<file path="src/rtl/muldiv_pkg.sv">
// Shared encodings for the HI/LO multiply/divide unit: func codes, FSM states, op kinds.
package muldiv_pkg;
  localparam logic [5:0] MULT  = 6'b011000;
  localparam logic [5:0] MULTU = 6'b011001;
  localparam logic [5:0] DIV   = 6'b011010;
  localparam logic [5:0] DIVU  = 6'b011011;
  localparam logic [5:0] MTHI  = 6'b010001;
  localparam logic [5:0] MTLO  = 6'b010011;

  typedef enum logic [1:0] {IDLE, PREP, CALC, FIX} state_e;
  typedef enum logic {OP_MUL, OP_DIV} op_kind_e;
endpackage

</file>
<file path="src/rtl/muldiv_iter_core.sv">
// Radix-2 iterative datapath: unsigned shift-add multiply / restoring divide, one bit per cycle.
module muldiv_iter_core #(
  parameter int WIDTH = 32,
  parameter int CNT_W = $clog2(WIDTH) + 1
) (
  input  logic               clock,
  input  logic               reset_n,
  input  logic               start,
  input  logic               flush,
  input  logic               is_div,
  input  logic [WIDTH-1:0]   mag_a,
  input  logic [WIDTH-1:0]   mag_b,
  output logic [2*WIDTH-1:0] product,
  output logic [WIDTH-1:0]   quotient,
  output logic [WIDTH-1:0]   remainder,
  output logic               last
);
  // acc holds {upper, lower}: mul = {partial sum, remaining multiplier}, div = {remainder, quotient}
  logic [2*WIDTH-1:0] acc, acc_nx;
  logic [WIDTH-1:0]   opb;
  logic [CNT_W-1:0]   cnt;
  logic               running, div_mode;
  logic [WIDTH:0]     sum, shl;
  logic [WIDTH-1:0]   diff;
  logic               ge;

  always_comb begin
    sum  = {1'b0, acc[2*WIDTH-1:WIDTH]} + {1'b0, opb};
    shl  = acc[2*WIDTH-1:WIDTH-1];
    ge   = shl >= {1'b0, opb};
    diff = shl[WIDTH-1:0] - opb;
    if (div_mode)
      acc_nx = {(ge ? diff : shl[WIDTH-1:0]), acc[WIDTH-2:0], ge};
    else if (acc[0])
      acc_nx = {sum, acc[WIDTH-1:1]};
    else
      acc_nx = {1'b0, acc[2*WIDTH-1:1]};
  end

  always_ff @(posedge clock or negedge reset_n) begin
    if (!reset_n) begin
      acc      <= '0;
      opb      <= '0;
      cnt      <= '0;
      running  <= 1'b0;
      div_mode <= 1'b0;
    end else if (start) begin
      acc      <= {{WIDTH{1'b0}}, (is_div ? mag_a : mag_b)};
      opb      <= is_div ? mag_b : mag_a;
      cnt      <= CNT_W'(WIDTH - 1);
      running  <= 1'b1;
      div_mode <= is_div;
    end else if (flush) begin
      running <= 1'b0;
    end else if (running) begin
      acc <= acc_nx;
      if (cnt == '0) running <= 1'b0;
      else           cnt     <= cnt - 1'b1;
    end
  end

  assign last      = running && (cnt == '0);
  assign product   = acc;
  assign quotient  = acc[WIDTH-1:0];
  assign remainder = acc[2*WIDTH-1:WIDTH];
endmodule

</file>
<file path="src/rtl/muldiv_hilo_unit.sv">
// HI/LO owner: accepts MULT/MULTU/DIV/DIVU/MTHI/MTLO, runs the iterative core, commits on FIX.
module muldiv_hilo_unit
  import muldiv_pkg::*;
#(
  parameter int WIDTH = 32,
  parameter int CNT_W = $clog2(WIDTH) + 1
) (
  input  logic             clock,
  input  logic             reset_n,
  input  logic             req_valid,
  output logic             req_ready,
  input  logic [5:0]       req_func,
  input  logic [WIDTH-1:0] rs_data,
  input  logic [WIDTH-1:0] rt_data,
  input  logic             abort,
  output logic             busy,
  output logic             done,
  input  logic             rd_hi_sel,
  output logic [WIDTH-1:0] rd_data,
  output logic [WIDTH-1:0] hi_out,
  output logic [WIDTH-1:0] lo_out
);
  state_e             state, state_nx;
  op_kind_e           kind;
  logic               sgn, neg_q, neg_r, dz;
  logic [WIDTH-1:0]   a_q, b_q, hi, lo, mag_a, mag_b;
  logic               accept, is_md, dz_now, start, last;
  logic [2*WIDTH-1:0] product, prod_s;
  logic [WIDTH-1:0]   quotient, remainder, q_s, r_s;

  assign req_ready = (state == IDLE) && !abort;
  assign accept    = req_valid && req_ready;
  assign is_md     = (req_func == MULT) || (req_func == MULTU) ||
                     (req_func == DIV)  || (req_func == DIVU);
  assign dz_now    = (kind == OP_DIV) && (b_q == '0);
  // two's-complement negate maps the most negative value onto its own unsigned magnitude
  assign mag_a     = (sgn && a_q[WIDTH-1]) ? -a_q : a_q;
  assign mag_b     = (sgn && b_q[WIDTH-1]) ? -b_q : b_q;
  assign start     = (state == PREP) && !abort && !dz_now;

  muldiv_iter_core #(.WIDTH(WIDTH), .CNT_W(CNT_W)) u_core (
    .clock     (clock),
    .reset_n   (reset_n),
    .start     (start),
    .flush     (abort),
    .is_div    (kind == OP_DIV),
    .mag_a     (mag_a),
    .mag_b     (mag_b),
    .product   (product),
    .quotient  (quotient),
    .remainder (remainder),
    .last      (last)
  );

  always_ff @(posedge clock or negedge reset_n) begin
    if (!reset_n) state <= IDLE;
    else          state <= state_nx;
  end

  always_comb begin
    state_nx = state;
    case (state)
      IDLE: if (accept && is_md) state_nx = PREP;
      PREP: state_nx = dz_now ? FIX : CALC;
      CALC: if (last) state_nx = FIX;
      FIX:  state_nx = IDLE;
      default: state_nx = IDLE;
    endcase
    if (abort) state_nx = IDLE;
  end

  assign prod_s = neg_q ? -product : product;
  assign q_s    = neg_q ? -quotient : quotient;
  assign r_s    = neg_r ? -remainder : remainder;

  always_ff @(posedge clock or negedge reset_n) begin
    if (!reset_n) begin
      kind  <= OP_MUL;
      sgn   <= 1'b0;
      a_q   <= '0;
      b_q   <= '0;
      neg_q <= 1'b0;
      neg_r <= 1'b0;
      dz    <= 1'b0;
      hi    <= '0;
      lo    <= '0;
    end else begin
      if (accept && is_md) begin
        a_q  <= rs_data;
        b_q  <= rt_data;
        kind <= ((req_func == DIV) || (req_func == DIVU)) ? OP_DIV : OP_MUL;
        sgn  <= (req_func == MULT) || (req_func == DIV);
      end
      if (state == PREP) begin
        neg_q <= sgn && (a_q[WIDTH-1] ^ b_q[WIDTH-1]);
        neg_r <= sgn && a_q[WIDTH-1];
        dz    <= dz_now;
      end
      if (accept && (req_func == MTHI)) hi <= rs_data;
      if (accept && (req_func == MTLO)) lo <= rs_data;
      if (state == FIX && !abort) begin
        if (dz) begin
          lo <= '1;
          hi <= a_q;
        end else if (kind == OP_MUL) begin
          {hi, lo} <= prod_s;
        end else begin
          lo <= q_s;
          hi <= r_s;
        end
      end
    end
  end

  assign busy    = (state != IDLE);
  assign done    = (state == FIX) && !abort;
  assign hi_out  = hi;
  assign lo_out  = lo;
  assign rd_data = rd_hi_sel ? hi : lo;
endmodule

</file>
<file path="config.mk">
export PLATFORM = sky130hd
export DESIGN_NAME = muldiv_hilo_unit
export DESIGN_NICKNAME = d
export VERILOG_FILES = /design/src/rtl/muldiv_pkg.sv /design/src/rtl/muldiv_iter_core.sv /design/src/rtl/muldiv_hilo_unit.sv
export SDC_FILE = /design/constraint.sdc
export NUM_CORES = 1
export LEC_CHECK = 0
export BUFFER_PORTS_ARGS = -buffer_cell sky130_fd_sc_hd__buf_2
export CAP_MARGIN = 5
export CORE_MARGIN = 3
export CORE_UTILIZATION = 55
export DETAILED_ROUTE_END_ITERATION = 16
export GPL_ROUTABILITY_DRIVEN = 0
export HOLD_SLACK_MARGIN = 0.06
export PLACE_DENSITY = 0.74
export SLEW_MARGIN = 20
export SYNTH_ARGS = -nofsm -noshare
export SYNTH_HDL_FRONTEND = slang
export SYNTH_HIERARCHICAL = 1
export SYNTH_SLANG_ARGS = --single-unit
</file>
<file path="constraint.sdc">
create_clock -name clock -period 7.22 [get_ports clock]
set_input_delay 2.166 -clock clock [delete_from_list [all_inputs] [get_ports clock]]
set_output_delay 2.166 -clock clock [all_outputs]
set_load 0.05 [all_outputs]
</file>
==> flow_summary.ini <==
[synthesis]
synth_nets = 2789
synth-simple-area-share = 0.189
synth_edf_count = 0
synth.area.mux_share = 0.114
avgSynthCellArea_um2 = 8.25
synth.cell_area_um2 = 21800
yosys.area_share.adder = 0.0450
synth_compound_area_frac = 0.225
synth_top_family_by_area = compound AO/OA/AOI/OAI gates
yosys_most_used_dff = dfrtp_1
synth-async-reset-ratio = 1.00
synthXorXnorAreaFrac = 0.0849
ys_ff_latch = 239
yosysUniqueCellTypes = 95
synthCells = 2637
yosysSeqAreaShare = 0.275
synth.yosys.warnings = 6

[worst_hold_path]
worstHoldStart = lo_out[0]$_DFFE_PN0P_
whs_endpoint = lo_out[0]$_DFFE_PN0P_
hp-class = reg -> reg
holdPathStages = 1

[power_and_ir_drop]
p_leak_nw = 10.2
switching_share = 0.534
combPwrFrac = 0.593
p_int_mw = 5.29
powerDensity_nw_per_um2 = 484
ir_drop_mv = 0.231
p_sw_mw = 6.07
p_clk_frac = 0.137
power_frac_seq = 0.270

[setup_path]
required_ns = 5.05
critPathLaunchType = input pin
rr_worst_depth = 11
r2r_start = u_core/product[45]$_DFFE_PN0P_
rrSetupSlack_ns = 3.04
cp.arrival_ns = 3.36
crit_start = rd_hi_sel
cp_max_fo = 32
r2r-end = u_core/product[0]$_DFFE_PN0P_
path_class = in -> out
end_kind = output port

[timing]
slew_headroom = 0.296
rsz0062_at_grt = no
hold_viol = 0
timing.setup.tns_ns = 0
tightest_slew_ns = 1.05
drv_slew = 0
setup_slack_ns = 1.70
fin_crit_ns = 5.52
period_share = 0.765
setup_viol = 0
finalClockSkew_ns = 0.0302
clock.fmax_mhz = 181

[final_layout]
drive_above_1_share = 0.157
nets = 2799
final_util = 0.604
syn_to_final_growth_pct = 7.80

[detailed_routing]
first_iter_violations = 2888
drc = 0
vias = 21900
postRouteWirelength_mm = 77.7
dr.pass1.iters = 7
wire_per_inst_um = 24.4
avgViaCountPerCell = 6.86
postRouteAntennaNets = 0

[status]
status = finished clean

[clocking]
cts.path.max_buffers = 3
hold_buffers = 0
postCtsSetupBuffers = 0
htree_levels = 1
clkTransAtPathRegs_ns = 0.06
cts_tree = built
cts_sinks = 239
cts_buffers = 28
clock_latency_ns = 0.59
cts_resized = 0
cts-root-buf = clkbuf_16

[placement]
dpl_worst_slack_ns = 1.69
dpl.hpwl_mm = 56.6
portBuffers = 173

[global_route]
grt-ovfl-total = 0
antenna_found_initial = 0
grt_max_degree = 97
grt_pass1_vias = 20600
grt_first_pass_wirelength_mm = 118
track_usage = 0.356

[die]
die_w_um = 205
num_io_pins = 174
die_area_um2 = 42000
die_y_um = 205
core_um2 = 38800
start_util = 0.561
placement_rows = 72

[flow_run]
maxCapViolCount = 0
## through the flow
stage	cell area, um2	total power, mW	std cells	hold slack, ns
3_5_place_dp	22400	9.51	3135	0.486
6_report	23500	11.4	3188	0.501
4_1_cts	23500	11.1	3187	0.500
3_3_place_gp	22400	9.34	3135	0.493
5_1_grt	23500	12.0	3187	0.535
2_1_floorplan	21800	7.85	2637	0.482
## Yosys cell counts (all sizes together), types with 53 or more instances
master,n,share of area
dfrtp,239,0.27
nand2,234,0.040
a21oi,215,0.050
nor2,205,0.036
o21ai,140,0.032
xnor2,135,0.054
mux2i,129,0.059
clkbuf,128,0.022
mux2,104,0.054
buf,102,0.031
inv,76,0.013
xor2,76,0.031
ha,75,0.043
nor3,73,0.017
a211oi,66,0.024
nand3,56,0.013
o31ai,53,0.018
## power groups by stage
stage          Sequential (mW)  Clock (mW)  Combinational [mW]
3_3_place_gp              2.96           0                6.39
2_1_floorplan             2.74           0                5.11
5_1_grt                   3.09        1.61                7.27
3_5_place_dp              2.99           0                6.52
6_report                  3.07        1.56                6.74
4_1_cts                   2.96        1.56                6.57
## cell type report
| class | count | area (um2) |
|---|---|---|
| inverter | 78 | 293 |
| antenna | 1 | 2.50 |
| multi-input combinational | 2090 | 14400 |
| tap | 518 | 648 |
| sequential | 239 | 5990 |
| timing repair buffer | 210 | 1150 |
| clock buffer | 38 | 820 |
| clock inverter | 14 | 183 |
| fill | 3385 | 15400 |
## flip-flops by register name (all words and copies together), names as in the netlist
signal,cells
kind,1
b_q,32
u_core/running,1
a_q,32
lo_out,32
u_core/div_mode,1
hi_out,32
u_core/cnt,6
u_core/product,64
dz,1
state,2
sgn,1
neg_q,1
neg_r,1
u_core/opb,32
## metal layers
metal  part of all wire  track usage
met3               0.13       0.0876
met1               0.38        0.472
met2               0.43        0.538
met5                  0            0
met4              0.065        0.186
## worst max-delay path by stage
stage	to	slack [ns]	cells after the start
after floorplan	done	1.58	5
after global placement	rd_data[2]	1.74	3
after detailed placement	rd_data[17]	1.69	3
after CTS	rd_data[27]	1.69	3
after global routing	rd_data[3]	1.65	3
final	rd_data[4]	1.70	3
## layout by cell type (no fill, tap or decap), types with 55 or more instances in the layout
master	n
nor3_1	73
ha_1	75
nand3_1	55
nand2_1	234
xor2_1	76
mux2_2	104
dfrtp_1	236
a211oi_1	62
nor2_1	203
xnor2_1	135
inv_1	76
buf_2	172
o21ai_0	135
mux2i_1	129
a21oi_1	212
## cell families (layout without fill, tap and decap cells)
logic type	count (synthesis)	in the layout
compound gates	744	744
xor+xnor	211	211
fa+ha+maj	77	77
buf+inv	308	340
flops	239	239
mux	234	234
other cells	0	1
simple gates	824	824
## worst max-delay path, cell delays in order
cell and delay [ns]:
buf_2 0.55, mux2_2 0.41, buf_2 0.21
Note: power is estimated with default switching activity, not from simulation.
